File: src/rtl/cvxif_issue_initiator_pkg.sv
// Shared CV-X-IF types for the issue initiator: interface structs, ID/hart types, FSM states.
package cvxif_issue_initiator_pkg;

  localparam int unsigned XLen         = 32;
  localparam int unsigned XNumRs       = 3;
  localparam int unsigned XIdWidth     = 4;
  localparam int unsigned XHartidWidth = 2;

  typedef logic [XIdWidth-1:0]     id_t;
  typedef logic [XHartidWidth-1:0] hartid_t;

  typedef struct packed {
    logic [31:0] instr;
    hartid_t     hartid;
    id_t         id;
  } x_issue_req_t;

  typedef struct packed {
    logic              accept;
    logic              writeback;
    logic [XNumRs-1:0] register_read;
  } x_issue_resp_t;

  typedef struct packed {
    hartid_t                      hartid;
    id_t                          id;
    logic [XNumRs-1:0][XLen-1:0] rs;
    logic [XNumRs-1:0]            rs_valid;
  } x_register_t;

  typedef struct packed {
    hartid_t         hartid;
    id_t             id;
    logic [XLen-1:0] data;
    logic [4:0]      rd;
    logic            we;
  } x_result_t;

  typedef enum logic [0:0] {StIdle, StIssue} issue_state_e;

endpackage

File: src/rtl/cvxif_issue_initiator_if.sv
// Core-side and coprocessor-side signal bundle of the issue initiator.
interface cvxif_issue_initiator_if #(
  parameter int unsigned NrRgprPorts = 2
);
  import cvxif_issue_initiator_pkg::*;

  logic                              instr_valid_i;
  logic [31:0]                       instr_i;
  hartid_t                           hartid_i;
  logic [NrRgprPorts-1:0][XLen-1:0]  rs_i;
  logic [NrRgprPorts-1:0]            rs_valid_i;
  logic                              instr_ready_o;

  logic                              issue_valid_o;
  x_issue_req_t                      issue_req_o;
  logic                              issue_ready_i;
  x_issue_resp_t                     issue_resp_i;

  logic                              register_valid_o;
  x_register_t                       register_o;

  logic                              done_valid_o;
  id_t                               done_id_o;
  logic                              done_accept_o;
  logic                              done_illegal_o;

  logic                              result_valid_i;
  x_result_t                         result_i;
  logic                              result_ready_o;

  logic                              wb_valid_o;
  id_t                               wb_id_o;
  logic [4:0]                        wb_rd_o;
  logic [XLen-1:0]                   wb_data_o;
  logic                              wb_we_o;
  logic                              wb_ready_i;
  logic                              spurious_o;

  modport master (
    input  instr_valid_i, instr_i, hartid_i, rs_i, rs_valid_i,
    input  issue_ready_i, issue_resp_i, result_valid_i, result_i, wb_ready_i,
    output instr_ready_o, issue_valid_o, issue_req_o, register_valid_o, register_o,
    output done_valid_o, done_id_o, done_accept_o, done_illegal_o, result_ready_o,
    output wb_valid_o, wb_id_o, wb_rd_o, wb_data_o, wb_we_o, spurious_o
  );

  modport slave (
    output instr_valid_i, instr_i, hartid_i, rs_i, rs_valid_i,
    output issue_ready_i, issue_resp_i, result_valid_i, result_i, wb_ready_i,
    input  instr_ready_o, issue_valid_o, issue_req_o, register_valid_o, register_o,
    input  done_valid_o, done_id_o, done_accept_o, done_illegal_o, result_ready_o,
    input  wb_valid_o, wb_id_o, wb_rd_o, wb_data_o, wb_we_o, spurious_o
  );

endinterface

File: src/rtl/cvxif_id_allocator.sv
// Busy bitmap of in-flight offload IDs with lowest-free-index allocation and a full flag.
module cvxif_id_allocator #(
  parameter int unsigned NrIds = 4
) (
  input  logic                     clk_i,
  input  logic                     rst_ni,
  input  logic                     alloc_i,
  input  logic [NrIds-1:0]         free_i,
  output logic [NrIds-1:0]         busy_o,
  output logic [$clog2(NrIds)-1:0] free_id_o,
  output logic                     full_o
);

  localparam int unsigned IdW = $clog2(NrIds);

  logic [NrIds-1:0] busy_q, busy_d;

  // Scan downwards so the lowest free index is the one left standing.
  always_comb begin
    free_id_o = '0;
    for (int i = int'(NrIds) - 1; i >= 0; i--) begin
      if (!busy_q[i]) free_id_o = IdW'(i);
    end
  end

  assign full_o = &busy_q;
  assign busy_o = busy_q;

  // Allocation only ever sees the registered bitmap, so a bit freed this cycle is not reused yet.
  always_comb begin
    busy_d = busy_q & ~free_i;
    if (alloc_i && !full_o) busy_d = busy_d | (NrIds'(1) << free_id_o);
  end

  always_ff @(posedge clk_i or negedge rst_ni) begin
    if (!rst_ni) busy_q <= '0;
    else         busy_q <= busy_d;
  end

endmodule

File: src/rtl/cvxif_issue_initiator.sv
// CV-X-IF issue initiator: offload issue FSM, ID free-list and result writeback routing.
// Optional issue-handshake watchdog enabled by defining CVXIF_ISSUE_TIMEOUT_EN.
module cvxif_issue_initiator
  import cvxif_issue_initiator_pkg::*;
#(
  parameter int unsigned NrRgprPorts   = 2,
  parameter int unsigned NrIds         = 4,
  parameter int unsigned TimeoutCycles = 64
) (
  input logic                     clk_i,
  input logic                     rst_ni,
  cvxif_issue_initiator_if.master cvxif_io
);

  localparam int unsigned IdW = $clog2(NrIds);

  issue_state_e                 state_q, state_d;
  logic [31:0]                  instr_q;
  hartid_t                      hartid_q;
  logic [XNumRs-1:0][XLen-1:0]  rs_q, rs_in;
  logic [XNumRs-1:0]            rs_valid_q, rs_valid_in;
  logic [IdW-1:0]               id_q;

  logic [NrIds-1:0] busy, free_mask;
  logic [IdW-1:0]   free_id, res_id;
  logic             full, alloc, issue_fire, timeout, done, done_acc;
  logic             res_ready, res_fire, res_known, wb_fire;

  cvxif_id_allocator #(
    .NrIds(NrIds)
  ) u_id_allocator (
    .clk_i    (clk_i),
    .rst_ni   (rst_ni),
    .alloc_i  (alloc),
    .free_i   (free_mask),
    .busy_o   (busy),
    .free_id_o(free_id),
    .full_o   (full)
  );

  // Ready outputs are gated by reset so nothing handshakes while the block is held in reset.
  assign alloc      = (state_q == StIdle) && cvxif_io.instr_valid_i && !full && rst_ni;
  assign issue_fire = (state_q == StIssue) && cvxif_io.issue_ready_i;
  assign done       = issue_fire || timeout;
  assign done_acc   = issue_fire && cvxif_io.issue_resp_i.accept;

  assign res_ready = cvxif_io.wb_ready_i && rst_ni;
  assign res_fire  = cvxif_io.result_valid_i && res_ready;
  assign res_id    = cvxif_io.result_i.id[IdW-1:0];
  assign res_known = ((cvxif_io.result_i.id >> IdW) == '0) && busy[res_id];
  assign wb_fire   = res_fire && res_known;

`ifdef CVXIF_ISSUE_TIMEOUT_EN
  localparam int unsigned CntW = $clog2(TimeoutCycles + 1);
  logic [CntW-1:0] cnt_q, cnt_d;

  assign timeout = (state_q == StIssue) && !cvxif_io.issue_ready_i &&
                   (cnt_q == CntW'(TimeoutCycles - 1));
  assign cnt_d   = ((state_q == StIssue) && !done) ? cnt_q + CntW'(1) : '0;

  always_ff @(posedge clk_i or negedge rst_ni) begin
    if (!rst_ni) cnt_q <= '0;
    else         cnt_q <= cnt_d;
  end
`else
  logic unused_timeout;
  assign timeout        = 1'b0;
  assign unused_timeout = ^TimeoutCycles;
`endif

  always_comb begin
    free_mask = '0;
    if ((issue_fire && !done_acc) || timeout) free_mask[id_q] = 1'b1;
    if (wb_fire) free_mask[res_id] = 1'b1;
  end

  always_comb begin
    rs_in       = '0;
    rs_valid_in = '0;
    for (int unsigned i = 0; i < NrRgprPorts; i++) begin
      rs_in[i]       = cvxif_io.rs_i[i];
      rs_valid_in[i] = cvxif_io.rs_valid_i[i];
    end
  end

  always_comb begin
    state_d = state_q;
    unique case (state_q)
      StIdle:  if (alloc) state_d = StIssue;
      StIssue: if (done) state_d = StIdle;
      default: state_d = StIdle;
    endcase
  end

  always_ff @(posedge clk_i or negedge rst_ni) begin
    if (!rst_ni) begin
      state_q    <= StIdle;
      instr_q    <= '0;
      hartid_q   <= '0;
      rs_q       <= '0;
      rs_valid_q <= '0;
      id_q       <= '0;
    end else begin
      state_q <= state_d;
      if (alloc) begin
        instr_q    <= cvxif_io.instr_i;
        hartid_q   <= cvxif_io.hartid_i;
        rs_q       <= rs_in;
        rs_valid_q <= rs_valid_in;
        id_q       <= free_id;
      end
    end
  end

  assign cvxif_io.instr_ready_o    = alloc;
  assign cvxif_io.issue_valid_o    = (state_q == StIssue);
  assign cvxif_io.issue_req_o      = '{instr: instr_q, hartid: hartid_q, id: id_t'(id_q)};
  assign cvxif_io.register_valid_o = (state_q == StIssue);
  assign cvxif_io.register_o       = '{hartid: hartid_q, id: id_t'(id_q), rs: rs_q,
                                       rs_valid: rs_valid_q};

  assign cvxif_io.done_valid_o   = done;
  assign cvxif_io.done_id_o      = done ? id_t'(id_q) : '0;
  assign cvxif_io.done_accept_o  = done_acc;
  assign cvxif_io.done_illegal_o = done && !done_acc;

  assign cvxif_io.result_ready_o = res_ready;
  assign cvxif_io.wb_valid_o     = wb_fire;
  assign cvxif_io.wb_id_o        = wb_fire ? cvxif_io.result_i.id : '0;
  assign cvxif_io.wb_rd_o        = wb_fire ? cvxif_io.result_i.rd : '0;
  assign cvxif_io.wb_data_o      = wb_fire ? cvxif_io.result_i.data : '0;
  assign cvxif_io.wb_we_o        = wb_fire && cvxif_io.result_i.we;
  assign cvxif_io.spurious_o     = res_fire && !res_known;

  logic unused_fields;
  assign unused_fields = ^{cvxif_io.issue_resp_i.writeback, cvxif_io.issue_resp_i.register_read,
                           cvxif_io.result_i.hartid};

endmodule
File: src/flat_wrapper.sv
// flat-port wrapper written by rule: the top's interface ports become plain ports
module cvxif_issue_initiator_flat import cvxif_issue_initiator_pkg::*;
#(
  parameter int unsigned NrRgprPorts   = 2,
  parameter int unsigned NrIds         = 4,
  parameter int unsigned TimeoutCycles = 64
)
  (clk_i, rst_ni, cvxif_io_instr_valid_i, cvxif_io_instr_i, cvxif_io_hartid_i, cvxif_io_rs_i, cvxif_io_rs_valid_i, cvxif_io_issue_ready_i, cvxif_io_issue_resp_i, cvxif_io_result_valid_i, cvxif_io_result_i, cvxif_io_wb_ready_i, cvxif_io_instr_ready_o, cvxif_io_issue_valid_o, cvxif_io_issue_req_o, cvxif_io_register_valid_o, cvxif_io_register_o, cvxif_io_done_valid_o, cvxif_io_done_id_o, cvxif_io_done_accept_o, cvxif_io_done_illegal_o, cvxif_io_result_ready_o, cvxif_io_wb_valid_o, cvxif_io_wb_id_o, cvxif_io_wb_rd_o, cvxif_io_wb_data_o, cvxif_io_wb_we_o, cvxif_io_spurious_o);
  cvxif_issue_initiator_if #(.NrRgprPorts(NrRgprPorts)) cvxif_io_i ();
  input logic clk_i;
  input logic rst_ni;
  input wire logic [$bits(cvxif_io_i.instr_valid_i)-1:0] cvxif_io_instr_valid_i;
  input wire logic [$bits(cvxif_io_i.instr_i)-1:0] cvxif_io_instr_i;
  input wire logic [$bits(cvxif_io_i.hartid_i)-1:0] cvxif_io_hartid_i;
  input wire logic [$bits(cvxif_io_i.rs_i)-1:0] cvxif_io_rs_i;
  input wire logic [$bits(cvxif_io_i.rs_valid_i)-1:0] cvxif_io_rs_valid_i;
  input wire logic [$bits(cvxif_io_i.issue_ready_i)-1:0] cvxif_io_issue_ready_i;
  input wire logic [$bits(cvxif_io_i.issue_resp_i)-1:0] cvxif_io_issue_resp_i;
  input wire logic [$bits(cvxif_io_i.result_valid_i)-1:0] cvxif_io_result_valid_i;
  input wire logic [$bits(cvxif_io_i.result_i)-1:0] cvxif_io_result_i;
  input wire logic [$bits(cvxif_io_i.wb_ready_i)-1:0] cvxif_io_wb_ready_i;
  output wire logic [$bits(cvxif_io_i.instr_ready_o)-1:0] cvxif_io_instr_ready_o;
  output wire logic [$bits(cvxif_io_i.issue_valid_o)-1:0] cvxif_io_issue_valid_o;
  output wire logic [$bits(cvxif_io_i.issue_req_o)-1:0] cvxif_io_issue_req_o;
  output wire logic [$bits(cvxif_io_i.register_valid_o)-1:0] cvxif_io_register_valid_o;
  output wire logic [$bits(cvxif_io_i.register_o)-1:0] cvxif_io_register_o;
  output wire logic [$bits(cvxif_io_i.done_valid_o)-1:0] cvxif_io_done_valid_o;
  output wire logic [$bits(cvxif_io_i.done_id_o)-1:0] cvxif_io_done_id_o;
  output wire logic [$bits(cvxif_io_i.done_accept_o)-1:0] cvxif_io_done_accept_o;
  output wire logic [$bits(cvxif_io_i.done_illegal_o)-1:0] cvxif_io_done_illegal_o;
  output wire logic [$bits(cvxif_io_i.result_ready_o)-1:0] cvxif_io_result_ready_o;
  output wire logic [$bits(cvxif_io_i.wb_valid_o)-1:0] cvxif_io_wb_valid_o;
  output wire logic [$bits(cvxif_io_i.wb_id_o)-1:0] cvxif_io_wb_id_o;
  output wire logic [$bits(cvxif_io_i.wb_rd_o)-1:0] cvxif_io_wb_rd_o;
  output wire logic [$bits(cvxif_io_i.wb_data_o)-1:0] cvxif_io_wb_data_o;
  output wire logic [$bits(cvxif_io_i.wb_we_o)-1:0] cvxif_io_wb_we_o;
  output wire logic [$bits(cvxif_io_i.spurious_o)-1:0] cvxif_io_spurious_o;
  assign cvxif_io_i.instr_valid_i = cvxif_io_instr_valid_i;
  assign cvxif_io_i.instr_i = cvxif_io_instr_i;
  assign cvxif_io_i.hartid_i = cvxif_io_hartid_i;
  assign cvxif_io_i.rs_i = cvxif_io_rs_i;
  assign cvxif_io_i.rs_valid_i = cvxif_io_rs_valid_i;
  assign cvxif_io_i.issue_ready_i = cvxif_io_issue_ready_i;
  assign cvxif_io_i.issue_resp_i = cvxif_io_issue_resp_i;
  assign cvxif_io_i.result_valid_i = cvxif_io_result_valid_i;
  assign cvxif_io_i.result_i = cvxif_io_result_i;
  assign cvxif_io_i.wb_ready_i = cvxif_io_wb_ready_i;
  assign cvxif_io_instr_ready_o = cvxif_io_i.instr_ready_o;
  assign cvxif_io_issue_valid_o = cvxif_io_i.issue_valid_o;
  assign cvxif_io_issue_req_o = cvxif_io_i.issue_req_o;
  assign cvxif_io_register_valid_o = cvxif_io_i.register_valid_o;
  assign cvxif_io_register_o = cvxif_io_i.register_o;
  assign cvxif_io_done_valid_o = cvxif_io_i.done_valid_o;
  assign cvxif_io_done_id_o = cvxif_io_i.done_id_o;
  assign cvxif_io_done_accept_o = cvxif_io_i.done_accept_o;
  assign cvxif_io_done_illegal_o = cvxif_io_i.done_illegal_o;
  assign cvxif_io_result_ready_o = cvxif_io_i.result_ready_o;
  assign cvxif_io_wb_valid_o = cvxif_io_i.wb_valid_o;
  assign cvxif_io_wb_id_o = cvxif_io_i.wb_id_o;
  assign cvxif_io_wb_rd_o = cvxif_io_i.wb_rd_o;
  assign cvxif_io_wb_data_o = cvxif_io_i.wb_data_o;
  assign cvxif_io_wb_we_o = cvxif_io_i.wb_we_o;
  assign cvxif_io_spurious_o = cvxif_io_i.spurious_o;
  cvxif_issue_initiator #(.NrRgprPorts(NrRgprPorts), .NrIds(NrIds), .TimeoutCycles(TimeoutCycles)) u_core (.clk_i(clk_i), .rst_ni(rst_ni), .cvxif_io(cvxif_io_i));
endmodule
File: config.mk
export PLATFORM = sky130hd
export DESIGN_NAME = cvxif_issue_initiator_flat
export DESIGN_NICKNAME = d
export VERILOG_FILES = /design/src/rtl/cvxif_issue_initiator_pkg.sv /design/src/rtl/cvxif_issue_initiator_if.sv /design/src/rtl/cvxif_id_allocator.sv /design/src/rtl/cvxif_issue_initiator.sv /design/src/flat_wrapper.sv
export SDC_FILE = /design/constraint.sdc
export NUM_CORES = 1
export LEC_CHECK = 0
export CAP_MARGIN = 0
export CORE_AREA = 5 5 135 137
export DETAILED_ROUTE_END_ITERATION = 10
export DIE_AREA = 0 0 140 142
export PLACE_DENSITY = 0.7
export SYNTH_ARGS = -nofsm -noshare
export SYNTH_HDL_FRONTEND = slang
export SYNTH_SLANG_ARGS = --single-unit
File: constraint.sdc
create_clock -name clk_i -period 2.3 [get_ports clk_i]
set_input_delay 0.46 -clock clk_i [delete_from_list [all_inputs] [get_ports clk_i]]
set_output_delay 0.46 -clock clk_i [all_outputs]
set_load 0.005 [all_outputs]
==> metrics <==
status=complete, no violations; share of cells above drive strength 1=approximately a third; Fmax=443 MHz; DR pass1 iterations=4; full die area=19900 um2; DR WL met3=roughly 1.9 mm; Routed WL=17.6 mm; commonest cells in the netlist=dfrtp_1, mux2_4, buf_4, nor3b_2, mux2_2; antenna cells=0; largest driver fanout on the critical path=4; Die Width=between 100 and 150 um; initial drt markers=109; critical path endpoint category=primary output; endpoints failing hold=0; nature of the critical path startpoint=input port; clock-pin slew on the worst setup and hold paths=0.08 ns; Max Root-Sink Buffers=2; Vias=about 4000; Crit. Startpoint=cvxif_io_issue_ready_i; share of the synthesized area in the top cell type=49.4%; DP Worst Slack=-0.765 ns; Min-Delay Path Class=input port to asynchronous set/reset pin; dpl hpwl=13.6 mm; Synth Flop Type=dfrtp_1; unrepaired setup endpoints after global routing=no; worst path arrival time=roughly 1.8 ns; Max Slew Vio Count=0; WL met2=9.14 mm; PD cells=roughly 1100 nW/um2; largest net degree at the start of global routing=72; Final WS setup=0.0438 ns; area growth from synthesis to layout=63.7%; Die Span Y=approximately 140 um; post-route cell area=8870 um2; most frequent cell after synthesis=dfrtp_1; global-route wire length before repair=26.4 mm; Peak VDD IR=between 0.6 and 0.7 mV; Setup Viol. Count Final=0; MaxCap Viol Count=0; Cell variety after synth=34; GPL Wtd Cong=between 0.8 and 0.9; flops & latches, synth=107; worst slew pin tran=0.893 ns; Fillers=1428; cell accounting for the most synthesized area=dfrtp_1; initial antenna violation count=1; number of port buffers=around 310; H-tree levels=3; Worst Skew=0.0182 ns; Clock Latency Late Sink=0.35 ns; Synth warnings=0; Avg Cell Area, Syn=roughly 15 um2; ANT nets after route=0; Rel. slew slack=40.5%; clock sink count=107; Post-Synthesis Cells=360; synth top area cells=dfrtp_1, mux2_4, nor3b_2; LEAKAGE=between 4 and 5 nW; number of synthesized flops with an enable pin=0; Root Buffer=clkbuf_16; top sig layer=met5; Num CTS Buffers=9; crit share post-route=98.1%; Mapped Area=roughly 5400 um2; required time worst endpoint=between 1.5 and 2 ns; M1 WL=6.23 mm; Overall Power=9.65 mW; FFs w/ async S/R, synth=100%; Reg2Reg Launch Point=u_core.u_id_allocator.busy_o[0]; Site Rows=48; register area share after synthesis=49.4%; Setup Crit Path Kind=input port to primary output; placed cell areas=8590 um2; fin crit period=2.26 ns; Layout Cells excl Fill=911; CTS tree=done; Ports=between 300 and 400; Initial Util=32.0%; number of global-route vias before repair=~4500; NumNets Final=836; wire length per cell=19.3 um; DR vias/cell=about 4.4; DRC=0; GRT Resource Usage Total=17.1%; global route overflow=0; placed instance count=887; core area=16900 um2
## kinds of logic after synthesis
| group | share of synthesized area (%) |
|---|---|
| simple gates | 11.4 |
| mux | 26.6 |
| other cells | 0.0692 |
| flops | 49.4 |
| buf+inv | 10.6 |
| compound gates | 1.94 |
## power by group
group / total, mW / switching (mW) / leakage, nW / internal [mW]
clock: 1.55 / 0.774 / 0.144 / 0.774
combinational: 4.66 / 1.40 / 2.66 / 3.27
sequential: 3.44 / 0.611 / 1.24 / 2.83
## layout by cell type (no fill, tap or decap), types with 9 or more instances in the layout
| cell type | count |
|---|---|
| dfrtp_1 | 106 |
| clkdlybuf4s50_1 | 256 |
| clkbuf_16 | 9 |
| nor3b_2 | 36 |
| mux2_4 | 78 |
| buf_4 | 22 |
| buf_2 | 29 |
| clkbuf_2 | 11 |
| mux2_2 | 22 |
| conb_1 | 41 |
## path summary, 6_finish.rpt
check                                                   to  slack, ns  cells past startpoint
max                                 cvxif_io_done_accept_o       0.04                      4
min                        u_core.u_id_allocator.busy_o[0]       0.11                      2
max reg2reg                 u_core.cvxif_io.register_o[39]       0.42                      6
min reg2reg                 u_core.cvxif_io.register_o[31]       0.51                      1
max in group asynchronous   u_core.cvxif_io.register_o[26]       1.28                      2
min in group clk_i          u_core.cvxif_io.register_o[31]       0.51                      1
## worst max-delay path, cell delays in order
cell and delay (ns):
clkdlybuf4s50_1 0.50, buf_4 0.13, and3_1 0.14, clkdlybuf4s50_1 0.57
## layer usage
| metal | track usage [%] | vias up |
|---|---|---|
| met5 | 0 | - |
| met4 | 5.41 | 2 |
| met3 | 7.09 | 19 |
| met2 | 31.0 | 241 |
| met1 | 18.3 | 1953 |
| li1 | - | 1810 |
## registers in the layout, indices dropped and copies added, names as in the netlist
name,flops
u_core.cvxif_io.register_o,64
u_core.instr_q,32
u_core.rs_valid_q,2
u_core.hartid_q,2
u_core.u_id_allocator.busy_o,4
u_core.id_q,2
u_core.cvxif_io.issue_valid_o,1
## layout make-up
class	count	area [um2]	area share (%)
clock buffer	9	225	2.54
clock inverter	7	77.6	0.874
inverter	5	18.8	0.212
multi-input combinational	222	2360	26.6
sequential	107	2680	30.2
tap	225	282	3.17
timing repair buffer	336	3230	36.4
## timing repair
item,in CTS,in global routing
cloned,4,0
gates resized for setup,163,22
buffers inserted,4,0
hold buffers,1,0
endpoints found under the setup margin,44,33
endpoints found under the hold margin,2,0
pin swaps,6,3
## per-stage QoR
stage	utilization (%)	setup TNS (ns)	hold slack (ns)
after floorplan	-	0	0.164
after global placement	50.7	-27.80	0.297
after detailed placement	50.7	-29.10	0.299
after CTS	53.0	-0.470	0.0945
after global routing	52.4	0	0.115
final	52.4	0	0.107
(Power assumes the default switching activity.)
